===== config.mk =====
export PLATFORM = sky130hd
export DESIGN_NAME = core_scheduler
export DESIGN_NICKNAME = d
export VERILOG_FILES = /design/src/rtl/core_scheduler.sv
export SDC_FILE = /design/constraint.sdc
export NUM_CORES = 1
export LEC_CHECK = 0
export CAP_MARGIN = 5
export CORE_AREA = 2 2 78 61
export CTS_CLUSTER_SIZE = 40
export DETAILED_ROUTE_END_ITERATION = 16
export DIE_AREA = 0 0 80 63
export GPL_TIMING_DRIVEN = 0
export PLACE_DENSITY = 0.83
export SLEW_MARGIN = 20
export SYNTH_ARGS = -nofsm -noshare
export SYNTH_HDL_FRONTEND = slang
export SYNTH_SLANG_ARGS = --single-unit

===== constraint.sdc =====
create_clock -name clk -period 3.7 [get_ports clk]
set_input_delay 1.11 -clock clk [delete_from_list [all_inputs] [get_ports clk]]
set_output_delay 1.11 -clock clk [all_outputs]
set_load 0.1 [all_outputs]

===== src/rtl/core_scheduler.sv =====
// core_scheduler: per-core control FSM sitting directly behind the block
// dispatcher. Latches a block, then steps every enabled lane in lockstep
// through FETCH/DECODE/REQUEST/WAIT/EXECUTE/UPDATE until the block retires
// a RET, and reports done back to the dispatcher.
//
// Optional feature macro: CORE_SCHED_WATCHDOG_EN
//   defined   -> a WAIT watchdog aborts the block after WATCHDOG_CYCLES busy
//                WAIT cycles and raises timeout.
//   undefined -> no watchdog; timeout is tied low and WAIT waits forever.
//
// Handshake with the dispatcher: start is a level that is sampled only in
// IDLE; done is raised on DONE entry and held until start is seen low, at
// which point the core returns to IDLE. start changes outside IDLE/DONE are
// ignored.
module core_scheduler #(
    parameter int THREADS_PER_BLOCK = 4,
    parameter int PC_BITS           = 8,
    parameter int WATCHDOG_CYCLES   = 255
) (
    input  logic                         clk,
    input  logic                         reset,
    input  logic                         start,
    input  logic [7:0]                   block_id,
    input  logic [7:0]                   thread_count,
    output logic                         fetch_req,
    output logic [PC_BITS-1:0]           fetch_addr,
    input  logic                         fetch_valid,
    input  logic                         decoded_ret,
    input  logic [THREADS_PER_BLOCK-1:0] lsu_busy,
    input  logic [PC_BITS-1:0]           next_pc,
    output logic [2:0]                   core_state,
    output logic [THREADS_PER_BLOCK-1:0] thread_enable,
    output logic [7:0]                   block_id_q,
    output logic [15:0]                  retired_count,
    output logic                         done,
    output logic                         timeout
);

    typedef enum logic [2:0] {
        S_IDLE    = 3'd0,
        S_FETCH   = 3'd1,
        S_DECODE  = 3'd2,
        S_REQUEST = 3'd3,
        S_WAIT    = 3'd4,
        S_EXECUTE = 3'd5,
        S_UPDATE  = 3'd6,
        S_DONE    = 3'd7
    } state_t;

    state_t                       state;
    logic [PC_BITS-1:0]           pc;
    logic [THREADS_PER_BLOCK-1:0] lane_mask;
    logic                         lanes_busy;

    // The state register itself is the debug/broadcast view of the FSM.
    assign core_state = state;
    assign fetch_req  = (state == S_FETCH);
    assign fetch_addr = pc;

    // Only enabled lanes can hold the core in WAIT.
    assign lanes_busy = |(lsu_busy & thread_enable);

`ifdef CORE_SCHED_WATCHDOG_EN
    localparam int WD_RAW  = $clog2(WATCHDOG_CYCLES + 1);
    localparam int WD_BITS = (WD_RAW > 8) ? WD_RAW : 8;

    logic [WD_BITS-1:0] wd_cnt;
    logic               timeout_q;

    assign timeout = timeout_q;
`else
    assign timeout = 1'b0;
`endif

    // Lane i is enabled when i < min(thread_count, THREADS_PER_BLOCK).
    always_comb begin
        lane_mask = '0;
        for (int i = 0; i < THREADS_PER_BLOCK; i++) begin
            lane_mask[i] = ({24'd0, thread_count} > 32'(i));
        end
    end

    // Control FSM with all registered outputs.
    always_ff @(posedge clk) begin
        if (reset) begin
            state         <= S_IDLE;
            pc            <= '0;
            thread_enable <= '0;
            block_id_q    <= '0;
            retired_count <= '0;
            done          <= 1'b0;
`ifdef CORE_SCHED_WATCHDOG_EN
            wd_cnt        <= '0;
            timeout_q     <= 1'b0;
`endif
        end else begin
            case (state)
                S_IDLE: begin
                    if (start) begin
                        block_id_q    <= block_id;
                        retired_count <= '0;
                        pc            <= '0;
                        thread_enable <= lane_mask;
`ifdef CORE_SCHED_WATCHDOG_EN
                        timeout_q     <= 1'b0;
`endif
                        // An empty block completes without fetching anything.
                        if (lane_mask == '0) begin
                            done  <= 1'b1;
                            state <= S_DONE;
                        end else begin
                            state <= S_FETCH;
                        end
                    end
                end
                S_FETCH: begin
                    if (fetch_valid) begin
                        state <= S_DECODE;
                    end
                end
                S_DECODE: begin
                    state <= S_REQUEST;
                end
                S_REQUEST: begin
`ifdef CORE_SCHED_WATCHDOG_EN
                    wd_cnt <= '0;
`endif
                    state <= S_WAIT;
                end
                S_WAIT: begin
                    if (!lanes_busy) begin
                        state <= S_EXECUTE;
`ifdef CORE_SCHED_WATCHDOG_EN
                    end else if (wd_cnt >= WD_BITS'(WATCHDOG_CYCLES - 1)) begin
                        // Abort without retiring the stalled instruction.
                        timeout_q <= 1'b1;
                        done      <= 1'b1;
                        state     <= S_DONE;
                    end else begin
                        wd_cnt <= wd_cnt + 1'b1;
`endif
                    end
                end
                S_EXECUTE: begin
                    state <= S_UPDATE;
                end
                S_UPDATE: begin
                    if (retired_count != 16'hFFFF) begin
                        retired_count <= retired_count + 16'd1;
                    end
                    if (decoded_ret) begin
                        done  <= 1'b1;
                        state <= S_DONE;
                    end else begin
                        pc    <= next_pc;
                        state <= S_FETCH;
                    end
                end
                S_DONE: begin
                    if (!start) begin
                        done          <= 1'b0;
                        thread_enable <= '0;
                        state         <= S_IDLE;
                    end
                end
                default: begin
                    state <= S_IDLE;
                end
            endcase
        end
    end

endmodule


==> flow_summary.ini, run 1 <==
[outcome]
status = finished, final reports clean

[setup_path]
r2r_start = retired_count[0]
cp_max_fo = 10
cp-startpoint = core_state[0]
cp_data_required_time_ns = 2.59
path_class = flop to output port
r2r_end = retired_count[10]
ff2ff_setup_slack_ns = 1.71
rr_worst_depth = 6
start_kind = flop
endpoint_kind = output port
cp.arrival_ns = 2.14
endpoint = fetch_req

[clock_network]
post_cts_resized = 0
clock-sinks = 40
cts_max_path_buffers = 2
cts_max_level = 2
cts_hold_buffers = 0
root_buffer = clkbuf_8
cts_tree = done
path_clk_slew_ns = 0.08
cts_made_buffers = 5
post-cts-setup-buffers = 0
clk_latency_ns = 0.30

[routing]
drc = 0
topRoutingLayerUsed = met4
via_per_inst = 5.555
dr_wl_met3_um = 509
wl_met2_mm = 2.241
routed_wirelength_mm = 5.278
wl_per_cell_um = 14.07
drtPass1Iterations = 4
drt-initial-drc-count = 213
wl_met1_mm = 2.440
dr_total_vias = 2083
drt.antenna.violating_nets = 0

[yosys]
syn-num-nets = 272
syn-cell-area_sq_um = 1948
synthCells = 238
async_flop_share_pct = 0
synth_edf_count = 0
synth_seq_cells = 40
synth.avg_cell_area_sq_um = 8.185
ys.flop_type = dfxtp_1
ys_types = 46
yosysWarningCount = 0
yosysSeqAreaShare_pct = 41.10

[power_and_ir_drop]
p_int_uw = 919.2
switching_power_uw = 876.2
power_mw = 1.795
peakVddDrop_uv = 464.0
switching_share_pct = 48.80
combPwrFrac_pct = 50.4
leakage_nw = 0.9626
p_seq_share_pct = 29.5
p_clk_share_pct = 20.0
pwr_density_cell_nw_per_um2 = 626.6

[timing]
tightest_slew_ns = 0.9982
final_max_slew_viol_count = 0
setup_ws_ns = 0.4529
holdWs_ns = 0.4545
max_freq_mhz = 308.0
rsz0062_at_grt = false
finalCritPeriodShare_pct = 87.76
setup_viol = 0
hold_violations = 0
relSlewSlack_pct = 33.25
setup_tns_ns = 0
period_minus_slack_ns = 3.247
fin_skew_ns = 0.009572

[finish]
fin_util_pct = 66.49
seq_area_sq_um = 800.8
n_antenna_cell = 0
fin_nets = 351
layout_common_cells = clkdlybuf4s50_1, dfxtp_1, a21oi_1, nand2_1, nand3_1
drive_gt1_share_pct = 7.547
nFillCells = 385
multiInputGateArea_sq_um = 1067
final_common_cell = clkdlybuf4s50_1
syn_to_final_growth_pct = 47.08

[die]
die_area_sq_um = 5040
die-width_um = 80
io_pins = 75
std_cell_rows = 21
die_h_um = 63
core_sq_um = 4309
start_util_pct = 45.21

[worst_hold_path]
hold_class = flop to flop
hold_depth = 2

[placement]
dp_slack_ns = 0.3736
port_buffers = 72
place.gp.congestion = 0.8311
hpwl_mm = 3.880

[grt]
grt_pass1_wl_mm = 8.783
antenna_found_initial = 0
grt_overflow = 0
grt_usage_pct = 21.92
grt_pass1_vias = 1941
grt_max_degree = 14

[run]
maxCapViolCount = 0
-- cell type report --
| type | count | area share [%] |
|---|---|---|
| multi-input combinational | 178 | 37.25 |
| sequential | 40 | 27.95 |
| timing repair buffer | 72 | 25.24 |
| buffer | 16 | 2.664 |
| tap | 57 | 2.489 |
| clock buffer | 5 | 2.402 |
| clock inverter | 3 | 1.485 |
| inverter | 4 | 0.5240 |
-- per-stage QoR --
stage / area (sq um) / std cells
after global placement: 2751 / 367
after floorplan: 1959 / 238
after detailed placement: 2751 / 367
after CTS: 2863 / 375
after global routing: 2865 / 375
final: 2865 / 375
-- power groups by stage --
stage          registers [mW]  clock network (mW)  logic [mW]
4_1_cts                 0.530               0.367       0.904
2_1_floorplan           0.889                   0       0.330
5_1_grt                 0.537               0.385       0.954
3_3_place_gp            0.538                   0       0.895
3_5_place_dp            0.539                   0       0.900
6_report                0.530               0.360       0.906
-- cell families (layout without fill, tap and decap cells) --
logic type / after synthesis / count (layout) / synth area share (%)
buf+inv: 20 / 100 / 4.688
compound gates: 69 / 69 / 21.13
simple gates: 107 / 107 / 32.24
other cells: 1 / 1 / 0.1925
flops: 40 / 40 / 41.10
fa+ha+maj: 1 / 1 / 0.6422
-- synthesized netlist by cell type (2+ instances only) --
cell type | n | area [sq um]
or3_1 | 8 | 50.05
buf_4 | 3 | 22.52
and4_1 | 2 | 17.52
a31oi_1 | 2 | 12.51
nand4_1 | 5 | 31.28
o21ai_0 | 9 | 45.04
nand3_1 | 17 | 85.08
nor3_1 | 5 | 25.02
and3_1 | 2 | 12.51
a22oi_1 | 3 | 22.52
a21oi_1 | 36 | 180.2
nand3b_1 | 3 | 22.52
buf_2 | 4 | 20.02
inv_1 | 4 | 15.01
or4_1 | 7 | 52.55
dfxtp_1 | 40 | 800.8
nand2b_1 | 2 | 12.51
and2_1 | 4 | 25.02
nor2_1 | 6 | 22.52
a211oi_1 | 2 | 15.01
nand4_2 | 2 | 25.02
nand2_1 | 31 | 116.4
clkbuf_1 | 8 | 30.03
or4b_2 | 2 | 20.02
o31ai_1 | 9 | 67.56
nor4_1 | 2 | 12.51
-- layer usage --
layer  up-vias  GRT usage [%]
met5         -              0
met4         0          8.263
li1       1042              -
met1       951          29.88
met3        10          8.526
met2        80          31.15
-- how the worst min path moves through the flow --
stage | start | end
2_1_floorplan | fetch_addr[0] | fetch_addr[0]
3_3_place_gp | fetch_addr[1] | fetch_addr[1]
3_5_place_dp | fetch_addr[0] | fetch_addr[0]
4_1_cts | fetch_addr[0] | fetch_addr[0]
5_1_grt | fetch_addr[3] | fetch_addr[3]
6_report | fetch_addr[0] | fetch_addr[0]
-- sequential cells by signal (all words and copies together) (netlist names) --
| register | flops |
|---|---|
| retired_count | 16 |
| core_state | 3 |
| fetch_addr | 8 |
| done | 1 |
| block_id_q | 8 |
| thread_enable | 4 |
-- critical path, cell delays in order, from the launching register on --
cell	delay (ns)
dfxtp_1	0.42
clkbuf_1	0.32
inv_1	0.17
nor3_4	0.17
dlymetal6s2s_1	0.77
Power figures use the tool's default switching activity.
==> inputs of run 2 (changes only) <==
--- a/config.mk
+++ b/config.mk
@@ -10,6 +10,7 @@
 export CTS_CLUSTER_SIZE = 40
 export DETAILED_ROUTE_END_ITERATION = 16
 export DIE_AREA = 0 0 80 63
+export GPL_ROUTABILITY_DRIVEN = 0
 export GPL_TIMING_DRIVEN = 0
 export PLACE_DENSITY = 0.83
 export SLEW_MARGIN = 20
==> results of run 2 <==
Final layout, timing and power as in run 1 (identical DEF).
